[config.mk]
export PLATFORM = sky130hd
export DESIGN_NAME = fetch_decode_queue_flat
export DESIGN_NICKNAME = d
export VERILOG_FILES = /design/src/rtl/fetch_decode_queue_if.sv /design/src/rtl/fetch_decode_queue.sv /design/src/flat_wrapper.sv
export SDC_FILE = /design/constraint.sdc
export NUM_CORES = 1
export LEC_CHECK = 0
export BUFFER_PORTS_ARGS = -buffer_cell sky130_fd_sc_hd__clkbuf_2
export CAP_MARGIN = 30
export CORE_ASPECT_RATIO = 1.5
export CORE_MARGIN = 8
export CORE_UTILIZATION = 55
export DETAILED_ROUTE_END_ITERATION = 10
export HOLD_SLACK_MARGIN = 0.02
export PLACE_DENSITY = 0.83
export SYNTH_ARGS = -nofsm -noshare
export SYNTH_HDL_FRONTEND = slang
export SYNTH_SLANG_ARGS = --single-unit
[constraint.sdc]
create_clock -name clock -period 10.5 [get_ports clock]
set_input_delay 0.525 -clock clock [delete_from_list [all_inputs] [get_ports clock]]
set_output_delay 0.525 -clock clock [all_outputs]
set_load 0.01 [all_outputs]
[src/rtl/fetch_decode_queue_if.sv]
// Handshake bundle between Fetch, the instruction queue and Decode.
// The queue takes the slave view; whatever drives Fetch/Decode takes the master view.
interface fetch_decode_queue_if #(
    parameter int PC_WIDTH          = 32,
    parameter int INSTRUCTION_WIDTH = 30,
    parameter int DEPTH             = 2
);
    logic                         flush;
    logic                         in_valid;
    logic [PC_WIDTH-1:0]          in_pc;
    logic [INSTRUCTION_WIDTH-1:0] in_instr;
    logic                         fetch_ready;
    logic                         out_valid;
    logic [PC_WIDTH-1:0]          out_pc;
    logic [INSTRUCTION_WIDTH-1:0] out_instr;
    logic                         decode_ready;
    logic [$clog2(DEPTH):0]       count;

    modport master (
        output flush, in_valid, in_pc, in_instr, decode_ready,
        input  fetch_ready, out_valid, out_pc, out_instr, count
    );

    modport slave (
        input  flush, in_valid, in_pc, in_instr, decode_ready,
        output fetch_ready, out_valid, out_pc, out_instr, count
    );
endinterface

[src/rtl/fetch_decode_queue.sv]
// Circular FIFO of (PC, instruction) pairs between Fetch and Decode.
// Every output is decoded from registered state only, so in_* never reaches out_* in the same cycle.
module fetch_decode_queue #(
    parameter int PC_WIDTH          = 32,
    parameter int INSTRUCTION_WIDTH = 30,
    parameter int DEPTH             = 2
) (
    input  logic                  clock,
    input  logic                  reset,
    fetch_decode_queue_if.slave   q
);
    localparam int PTR_W   = $clog2(DEPTH);
    localparam int CNT_W   = PTR_W + 1;
    localparam int ENTRY_W = PC_WIDTH + INSTRUCTION_WIDTH;

    logic [ENTRY_W-1:0] mem_r [DEPTH];
    logic [PTR_W-1:0]   wr_ptr_r;
    logic [PTR_W-1:0]   rd_ptr_r;
    logic [CNT_W-1:0]   count_r;

    logic               full_s;
    logic               empty_s;
    logic               push_s;
    logic               pop_s;
    logic [ENTRY_W-1:0] head_s;

    // Occupancy flags and transfer qualification; flush suppresses both transfers.
    always_comb begin
        full_s  = (count_r == CNT_W'(DEPTH));
        empty_s = (count_r == {CNT_W{1'b0}});
        push_s  = q.in_valid & ~full_s & ~q.flush;
        pop_s   = ~empty_s & q.decode_ready & ~q.flush;
        head_s  = mem_r[rd_ptr_r];
    end

    // Entry storage carries no reset: contents are only observed while counted as occupied.
    always_ff @(posedge clock) begin
        if (push_s) begin
            mem_r[wr_ptr_r] <= {q.in_pc, q.in_instr};
        end
    end

    // Pointers and occupancy; DEPTH is a power of two, so pointer overflow is the wrap.
    always_ff @(posedge clock or posedge reset) begin
        if (reset) begin
            wr_ptr_r <= {PTR_W{1'b0}};
            rd_ptr_r <= {PTR_W{1'b0}};
            count_r  <= {CNT_W{1'b0}};
        end else if (q.flush) begin
            rd_ptr_r <= wr_ptr_r;
            count_r  <= {CNT_W{1'b0}};
        end else begin
            if (push_s) begin
                wr_ptr_r <= wr_ptr_r + PTR_W'(1);
            end
            if (pop_s) begin
                rd_ptr_r <= rd_ptr_r + PTR_W'(1);
            end
            case ({push_s, pop_s})
                2'b10:   count_r <= count_r + CNT_W'(1);
                2'b01:   count_r <= count_r - CNT_W'(1);
                default: count_r <= count_r;
            endcase
        end
    end

    // Head presentation; payload is zeroed while empty so Decode never sees stale data.
    always_comb begin
        q.fetch_ready = ~full_s;
        q.out_valid   = ~empty_s;
        q.count       = count_r;
        if (!empty_s) begin
            q.out_pc    = head_s[ENTRY_W-1:INSTRUCTION_WIDTH];
            q.out_instr = head_s[INSTRUCTION_WIDTH-1:0];
        end else begin
            q.out_pc    = {PC_WIDTH{1'b0}};
            q.out_instr = {INSTRUCTION_WIDTH{1'b0}};
        end
    end
endmodule

[src/flat_wrapper.sv]
// flat-port wrapper written by rule: the top's interface ports become plain ports
module fetch_decode_queue_flat 
#(
    parameter int PC_WIDTH          = 32,
    parameter int INSTRUCTION_WIDTH = 30,
    parameter int DEPTH             = 2
)
  (clock, reset, q_flush, q_in_valid, q_in_pc, q_in_instr, q_decode_ready, q_fetch_ready, q_out_valid, q_out_pc, q_out_instr, q_count);
  fetch_decode_queue_if #(.PC_WIDTH(PC_WIDTH), .INSTRUCTION_WIDTH(INSTRUCTION_WIDTH), .DEPTH(DEPTH)) q_i ();
  input  logic clock;
  input  logic reset;
  input wire logic [$bits(q_i.flush)-1:0] q_flush;
  input wire logic [$bits(q_i.in_valid)-1:0] q_in_valid;
  input wire logic [$bits(q_i.in_pc)-1:0] q_in_pc;
  input wire logic [$bits(q_i.in_instr)-1:0] q_in_instr;
  input wire logic [$bits(q_i.decode_ready)-1:0] q_decode_ready;
  output wire logic [$bits(q_i.fetch_ready)-1:0] q_fetch_ready;
  output wire logic [$bits(q_i.out_valid)-1:0] q_out_valid;
  output wire logic [$bits(q_i.out_pc)-1:0] q_out_pc;
  output wire logic [$bits(q_i.out_instr)-1:0] q_out_instr;
  output wire logic [$bits(q_i.count)-1:0] q_count;
  assign q_i.flush = q_flush;
  assign q_i.in_valid = q_in_valid;
  assign q_i.in_pc = q_in_pc;
  assign q_i.in_instr = q_in_instr;
  assign q_i.decode_ready = q_decode_ready;
  assign q_fetch_ready = q_i.fetch_ready;
  assign q_out_valid = q_i.out_valid;
  assign q_out_pc = q_i.out_pc;
  assign q_out_instr = q_i.out_instr;
  assign q_count = q_i.count;
  fetch_decode_queue #(.PC_WIDTH(PC_WIDTH), .INSTRUCTION_WIDTH(INSTRUCTION_WIDTH), .DEPTH(DEPTH)) u_core (.clock(clock), .reset(reset), .q(q_i));
endmodule
# --- Word-level counts from Yosys, hierarchy flattened ---
# Memories as Yosys holds them, arrays and structs flattened.
# Index checks and enable logic that the tools add are counted.
totals:
  reg_bits: 4
  latch_bits: 0
  ram_bits: 124
  mem_bits_ro: 0
  in_bits: 67
  output_inout_bits: 66
  word_cells: 30
  memories: 1
memory_table:
  columns: ["memory", "words", "word_bits", "read_ports", "rd_clocked_by_memory_dff", "wr", "line_no", "rtl"]
  rows:
  - ["u_core.mem_r", 2, 62, 1, 0, 1, "fetch_decode_queue.sv:16", "logic [ENTRY_W-1:0] mem_r [DEPTH];"]
op_classes:
  add_sub_neg: 4
  mul: 0
  div_mod_pow: 0
  magnitude_cmp: 0
  n_eq_ne: 3
  n_shift: 0
  n_mux: 8
  bitwise: 7
  n_reduce_logical: 4
ops:
  columns: ["operator", "n"]
  rows:
  - ["2-to-1 mux 32 bit", 1]
  - ["2-to-1 mux 30 bit", 1]
  - ["AND 1 bit", 4]
  - ["equality test 2 bit (second input constant)", 2]
  - ["2-to-1 mux 1 bit", 4]
  - ["one-hot mux 2 bit (2 select lines)", 1]
  - ["inverter 1 bit", 3]
  - ["nonzero test 3 bit", 1]
  - ["adder 1 bit (second input constant)", 2]
  - ["adder 2 x 1 -> 2 bit (second input constant)", 1]
  - ["equality test 2 x 1 -> 1 bit (second input constant)", 1]
  - ["zero test 2 bit", 1]
  - ["2-to-1 mux 2 bit", 1]
  - ["AND reduction 2 bit", 1]
  - ["nonzero test 2 bit", 1]
  - ["subtractor 2 x 1 -> 2 bit (second input constant)", 1]

# --- Longest topological paths before layout ---
# Gate-level depths: netlist of the first run.
depth:
  word_depth: 7
  ltp_mapped: 4
  mapped_depth_nobuf: 3

# --- Worst setup path before layout of the first run ---
# Ideal clock, no wire load.
synth_path:
  path_type: "register to register"
  startpoint: "register u_core.count_r[0], in the netlist u_core.q.count[0]"
  endpoint: "memory u_core.mem_r[0][0] in the netlist's numbering, enable pin"
  setup_ns: 0.482
  arrival_time_ns: 3.445
  setup_slack_ns: 6.572
  path_stages_with_launch: 4
  n_path_buf: 0
  period_less_slack_ns: 3.928
  path_cell_list: "dfrtp_1 -> nand2b_1 -> nand3b_1 -> nor2_1"
synth_via:
  elab_chain_cells: 6
synth_lines:
  columns: ["element", "line_no", "rtl"]
  rows:
  - ["start: declaration", "fetch_decode_queue.sv:19", "logic [CNT_W-1:0] count_r;"]
  - ["start signal: assignment", "fetch_decode_queue.sv:48", "count_r <= {CNT_W{1'b0}};"]
  - ["start signal: assignment", "fetch_decode_queue.sv:51", "count_r <= {CNT_W{1'b0}};"]
  - ["start signal: assignment", "fetch_decode_queue.sv:60", "2'b10: count_r <= count_r + CNT_W'(1);"]
  - ["equality test 2 bit", "fetch_decode_queue.sv:29", "full_s = (count_r == CNT_W'(DEPTH));"]
  - ["inverter 1 bit", null, null]
  - ["net q_fetch_ready", "flat_wrapper.sv:17", "output wire logic [$bits(q_i.fetch_ready)-1:0] q_fetch_ready;"]
  - ["AND 1 bit (2 in a row)", "fetch_decode_queue.sv:31", "push_s = q.in_valid & ~full_s & ~q.flush;"]
  - ["2-to-1 mux 1 bit", "fetch_decode_queue.sv:38", "if (push_s) begin"]
  - ["2-to-1 mux 1 bit (implied by the code)", "fetch_decode_queue.sv:39", "mem_r[wr_ptr_r] <= {q.in_pc, q.in_instr};"]
  - ["end: declaration", "fetch_decode_queue.sv:16", null]
# The timed path passes the listed nets, and every way through them passes these cells.

# --- Worst setup path after layout of the first run ---
layout_path:
  startpoint: "register u_core.count_r[1], in the netlist u_core.q.count[1]"
  endpoint: "output port q_out_instr[5]"
layout_via:
  elab_chain_cells: 2
layout_lines:
  columns: ["element", "line_no", "rtl"]
  rows:
  - ["zero test 2 bit", "fetch_decode_queue.sv:30", "empty_s = (count_r == {CNT_W{1'b0}});"]
  - ["2-to-1 mux 30 bit", "fetch_decode_queue.sv:72", "if (!empty_s) begin"]
  - ["end: declaration", "flat_wrapper.sv:20", "output wire logic [$bits(q_i.out_instr)-1:0] q_out_instr;"]
# Every way passes these cells.

==> results of run 1 <==
## flip-flops by register name, summed over array words and instances, names as in the netlist
name,flops
u_core.rd_ptr_r,1
u_core.mem_r,124
u_core.wr_ptr_r,1
u_core.q.count,2
## power breakdown
part | total, mW | internal, mW | switching (mW)
sequential | 0.649 | 0.626 | 0.0227
combinational | 0.270 | 0.115 | 0.155
clock | 0.517 | 0.337 | 0.180
## cell type report
type	count	area, µm²
flip-flops and latches	128	3830
well taps	110	138
clock inverters	2	35.0
fillers	608	2500
multi-input cells	143	993
inverters	4	15.0
clock buffers	30	494
repair buffers	137	721
## cells in the mapped netlist, drive strengths merged
cell,n,share of area (%)
or2,1,0.13
o211ai,1,0.15
inv,4,0.31
a21o,1,0.15
o21ai,2,0.20
mux2i,63,13
nand3b,2,0.31
nor3b,1,0.15
nand2b,1,0.13
xor2,1,0.18
buf,13,1.6
dfrtp,4,2.0
xnor2,1,0.18
nor2,65,5.0
a21oi,3,0.31
edfxtp,124,76
nand2,1,0.077
## kinds of logic after synthesis
family	count (synthesis)	synth area share, %
flip-flops	128	78.2
XOR/XNOR	2	0.358
multiplexers	63	12.9
AO/OA/AOI/OAI	7	0.818
AND/OR/NAND/NOR	71	5.83
buffers and inverters	17	1.94
## worst reg2reg max path: stages, from the launching register on
cell and delay, ns:
dfrtp_1 0.48, nand2b_1 0.20, nand3b_1 0.23, nor2_4 0.70, buf_4 0.54
## path summary, 6_finish.rpt
| path | to | slack [ns] | from | cells past startpoint |
|---|---|---|---|---|
| worst min register to register | u_core.wr_ptr_r | 0.58 | u_core.wr_ptr_r | 1 |
| worst min-delay path | u_core.mem_r[1][41] | 0.31 | q_in_pc[11] | 1 |
| worst max-delay path | q_out_instr[5] | 7.89 | u_core.q.count[1] | 4 |
| max in group asynchronous | u_core.rd_ptr_r | 9.80 | reset | 3 |
| min in group asynchronous | u_core.wr_ptr_r | 0.53 | reset | 3 |
| worst max register to register | u_core.mem_r[1][7] | 7.96 | u_core.q.count[0] | 4 |
## routing by layer
| layer | share of wire (%) | track usage, % | vias to the layer above |
|---|---|---|---|
| li1 | - | - | 1355 |
| met1 | 36 | 15.7 | 1348 |
| met2 | 56 | 29.4 | 100 |
| met3 | 5.3 | 5.30 | 20 |
| met4 | 2.9 | 9.36 | 0 |
| met5 | 0 | 0 | - |
## through the flow
stage	cells	setup WS, ns	util [%]	power, mW	hold slack (ns)
detailed placement	521	7.87	65.2	0.933	0.395
CTS	554	7.87	71.3	1.45	0.289
finish	554	7.89	71.3	1.44	0.310
global placement	520	7.93	64.8	0.916	0.393
floorplan	288	6.57	-	0.843	0.291
global route	554	7.71	71.3	1.49	0.292
==> impl_metrics.py, run 1 <==
metrics = {
    "outcome": {
        "status": "finished, final reports clean",
    },
    "yosys": {
        "synth_cells": 288,
        "synthesis.area_mm2": 0.00489,
        "seq_area_frac_synth_pct": 78.2,
        "synth_cell_types": 21,
        "ys_ff_latch": 128,
        "synth.avg_cell_area_um2": 17.0,
        "ys_warn_count": 0,
        "syn_nets": 355,
    },
    "sta": {
        "rsz0062_at_grt": "false",
        "fin_setup_tns_ns": 0,
        "maxSlewViolCount": 0,
        "post-route-min-period_ns": 2.61,
        "hold_violations": 0,
        "worst_slew_pin_slew_ns": 0.833,
        "worst_clock_skew_ns": 0.00566,
        "period_share_pct": 24.8,
        "timing.fmax_mhz": 384,
        "setup_viol": 0,
        "relSlewSlack_pct": 44.4,
    },
    "place": {
        "dpl_cell_area_mm2": 0.00568,
        "io_buffers": 132,
        "gp_congestion": 0.744,
    },
    "worst_setup_path": {
        "crit_fanout": 51,
        "cp-end-kind": "output pin",
        "crit_type": "flip-flop to output pin",
        "cp_num_buf_inv": 2,
        "path_delay_family": "buffers and inverters",
        "required_ns": 9.98,
        "crit_chain": "nor2_4 -> buf_4 -> nor2_1 -> clkbuf_2",
        "startpoint_type": "flip-flop",
        "slowest_stage": "buf_4",
        "critPathMaxStageDelay_ns": 0.54,
        "critical_path_arrival_ns": 2.08,
    },
    "grt": {
        "grt_pass1_wl_mm": 15.0,
        "grt_max_degree": 63,
        "antenna_found_initial": 0,
        "grt_pass1_vias": 3136,
        "grt.total_usage_pct": 16.4,
        "grt-ovfl-total": 0,
    },
    "drt": {
        "initialDrtViolationCount": 139,
        "drc": 0,
        "wl_per_cell_um": 17.5,
        "totalWireLength_mm": 9.69,
        "drtPass1Iterations": 4,
        "ant_nets": 0,
        "routed_via_density": 5.10,
        "num_vias": 2823,
    },
    "clock_network": {
        "clk_latency_ns": 0.40,
        "clk_pin_slew_ns": 0.05,
        "cts_buffers": 17,
        "clk_path_buf_depth": 2,
        "cts_setup_buffers": 0,
        "htree_levels": 4,
        "cts.repair.resized": 0,
        "cts_tree": "yes",
        "root_buffer": "clkbuf_16",
        "cts_sinks": 128,
        "hold_buffers": 1,
    },
    "finish": {
        "syn_to_final_growth_pct": 27.2,
        "diodes": 0,
        "final_common_cell": "clkbuf_2",
        "layout_common_cells": "132 x clkbuf_2, 124 x edfxtp_1, 63 x mux2i_1, 62 x nor2_1, 17 x clkbuf_16",
        "nets": 498,
        "final_area_mm2": 0.00622,
        "post_route_cells_drive_above_1_share_pct": 36.5,
    },
    "power": {
        "peakVddDrop_v": 0.000167,
        "leakagePower_nw": 2.53,
        "power.density_mw_per_mm2": 231,
    },
    "floorplanning": {
        "core_mm2": 0.00872,
        "chipWidth_um": 93.0,
        "start_util_pct": 56.1,
        "dieArea_mm2": 0.0122,
        "die_h_um": 132,
        "num_rows": 42,
        "pin_count": 133,
    },
    "worst_hold_path": {
        "hold_class": "input pin to flip-flop",
    },
    "flow_run": {
        "cap_violations": 0,
    },
}
Power figures use the tool's default switching activity.
==> inputs of run 2 (changes only) <==
- CORE_UTILIZATION: 55 -> 52
- PLACE_DENSITY: 0.83 -> 0.79
- clock period: 10.5 -> 2.5 ns (I/O delays scaled with it)
==> impl_metrics.py, run 2 (same netlist as run 1, synthesis figures left out) <==
metrics = {
    "finish": {
        "final_cells": 621,
        "syn_to_final_growth_pct": 43.4,
        "nets": 562,
        "final_common_cell": "clkbuf_2",
        "n_fill_cell": 516,
        "largest-register": "u_core.mem_r",
        "post_route_cells_drive_above_1_share_pct": 33.3,
        "final_area_mm2": 0.00701,
        "final_core_util_pct": 76.2,
        "layout_common_cells": "132 x clkbuf_2, 124 x edfxtp_1, 64 x dlygate4sd3_1, 63 x mux2i_1, 62 x nor2_1",
        "largest_reg_flops": 124,
    },
    "sta": {
        "rsz0062_at_grt": "false",
        "post-route-min-period_ns": 1.91,
        "hold_violations": 0,
        "worst_clock_skew_ns": 0.0171,
        "fin_setup_tns_ns": 0,
        "maxSlewViolCount": 0,
        "finalHoldWorstSlack_ns": 0.0715,
        "setup_viol": 0,
        "worst_slew_pin_slew_ns": 0.345,
        "timing.fmax_mhz": 522,
        "worst_slack_ns": 0.585,
        "relSlewSlack_pct": 77.0,
        "period_share_pct": 76.6,
    },
    "clock_network": {
        "root_buffer": "clkbuf_16",
        "cts_tree": "yes",
        "clk_pin_slew_ns": 0.05,
        "cts_buffers": 17,
        "cts.repair.resized": 0,
        "hold_buffers": 64,
        "cts_setup_buffers": 0,
        "clk_latency_ns": 0.40,
        "htree_levels": 4,
        "cts_sinks": 128,
        "clk_path_buf_depth": 2,
    },
    "grt": {
        "grt_pass1_wl_mm": 16.4,
        "grt_max_degree": 64,
        "grt_pass1_vias": 3323,
        "grt.total_usage_pct": 17.3,
        "antenna_found_initial": 1,
        "grt-ovfl-total": 0,
    },
    "power": {
        "clkPwrFrac_pct": 40.1,
        "p_total_mw": 6.62,
        "p_seq_share_pct": 41.5,
        "power.density_mw_per_mm2": 943,
        "p_comb_share_pct": 18.4,
        "p_sw_share_pct": 24.0,
        "leakagePower_nw": 2.87,
        "peakVddDrop_v": 0.000676,
        "p_int_mw": 5.03,
        "power_switching_mw": 1.59,
    },
    "worst_setup_path": {
        "cp-end-kind": "output pin",
        "path_delay_family": "flip-flops",
        "critPathMaxStageDelay_ns": 0.59,
        "crit_cells": 4,
        "cp_num_buf_inv": 2,
        "crit_type": "flip-flop to output pin",
        "slowest_stage": "dfrtp_4",
        "crit_fanout": 16,
        "crit_chain": "buf_4 -> mux2i_1 -> nor2_1 -> clkbuf_2",
        "r2r.worst_path.cells": 4,
        "startpoint_type": "flip-flop",
        "critical_path_arrival_ns": 1.79,
        "required_ns": 2.38,
    },
    "floorplanning": {
        "start_util_pct": 53.2,
        "pin_count": 133,
        "dieArea_mm2": 0.0128,
        "die_h_um": 135,
        "num_rows": 43,
        "chipWidth_um": 95.2,
        "core_mm2": 0.00920,
    },
    "place": {
        "gp_congestion": 0.725,
        "dpl_cell_area_mm2": 0.00572,
        "io_buffers": 132,
        "pre_cts_ws_ns": 0.716,
        "place_inst": 524,
        "dp_hpwl_mm": 6.25,
    },
    "outcome": {
        "status": "finished, final reports clean",
    },
    "worst_hold_path": {
        "hold_class": "input pin to flip-flop",
        "worstHoldPathCells": 3,
    },
    "drt": {
        "wl_per_cell_um": 17.3,
        "totalWireLength_mm": 10.7,
        "drtPass1Iterations": 4,
        "num_vias": 3126,
        "ant_nets": 0,
        "initialDrtViolationCount": 244,
        "routed_via_density": 5.03,
        "drc": 0,
    },
    "flow_run": {
        "cap_violations": 0,
    },
}
## run 2: cell type report
| type | count | area, µm² | area share, % |
|---|---|---|---|
| Clock buffer | 17 | 425 | 6.06 |
| Inverter | 4 | 15.0 | 0.214 |
| Multi-Input combinational cell | 143 | 993 | 14.2 |
| Sequential cell | 128 | 3830 | 54.6 |
| Clock inverter | 15 | 221 | 3.16 |
| Tap cell | 112 | 140 | 2.00 |
| Antenna cell | 1 | 2.50 | 0.0357 |
| Timing Repair Buffer | 201 | 1390 | 19.8 |
## run 2: worst min-delay path, cell delays in order
cell and delay, ns:
clkbuf_2 0.14, a21o_1 0.11, a21oi_1 0.06
## run 2: final timing paths
| check | endpoint | slack [ns] | startpoint |
|---|---|---|---|
| worst max register to register | u_core.mem_r[1][14] | 0.69 | u_core.q.count[0] |
| worst min-delay path | u_core.q.count[1] | 0.07 | q_decode_ready |
| max in group asynchronous | u_core.rd_ptr_r | 2.18 | reset |
| worst min register to register | u_core.wr_ptr_r | 0.60 | u_core.wr_ptr_r |
| worst max-delay path | q_out_instr[23] | 0.59 | u_core.rd_ptr_r |
| min in group asynchronous | u_core.q.count[1] | 0.14 | reset |
## run 2: power groups by stage
stage                     sequential (mW)  clock (mW)  combinational, mW
after floorplan                      2.72           0              0.818
after global placement               2.77           0               1.13
after detailed placement             2.78           0               1.14
after CTS                            2.74        2.68               1.23
after global routing                 2.76        2.79               1.32
final                                2.74        2.65               1.22
## run 2: routing by layer
metal / GRT usage (%) / routed length [µm] / up-vias
met5: 0 / 0 / -
met2: 31.0 / 6120 / 102
met4: 9.76 / 273 / 0
li1: - / - / 1482
met3: 5.11 / 633 / 22
met1: 17.0 / 3700 / 1520
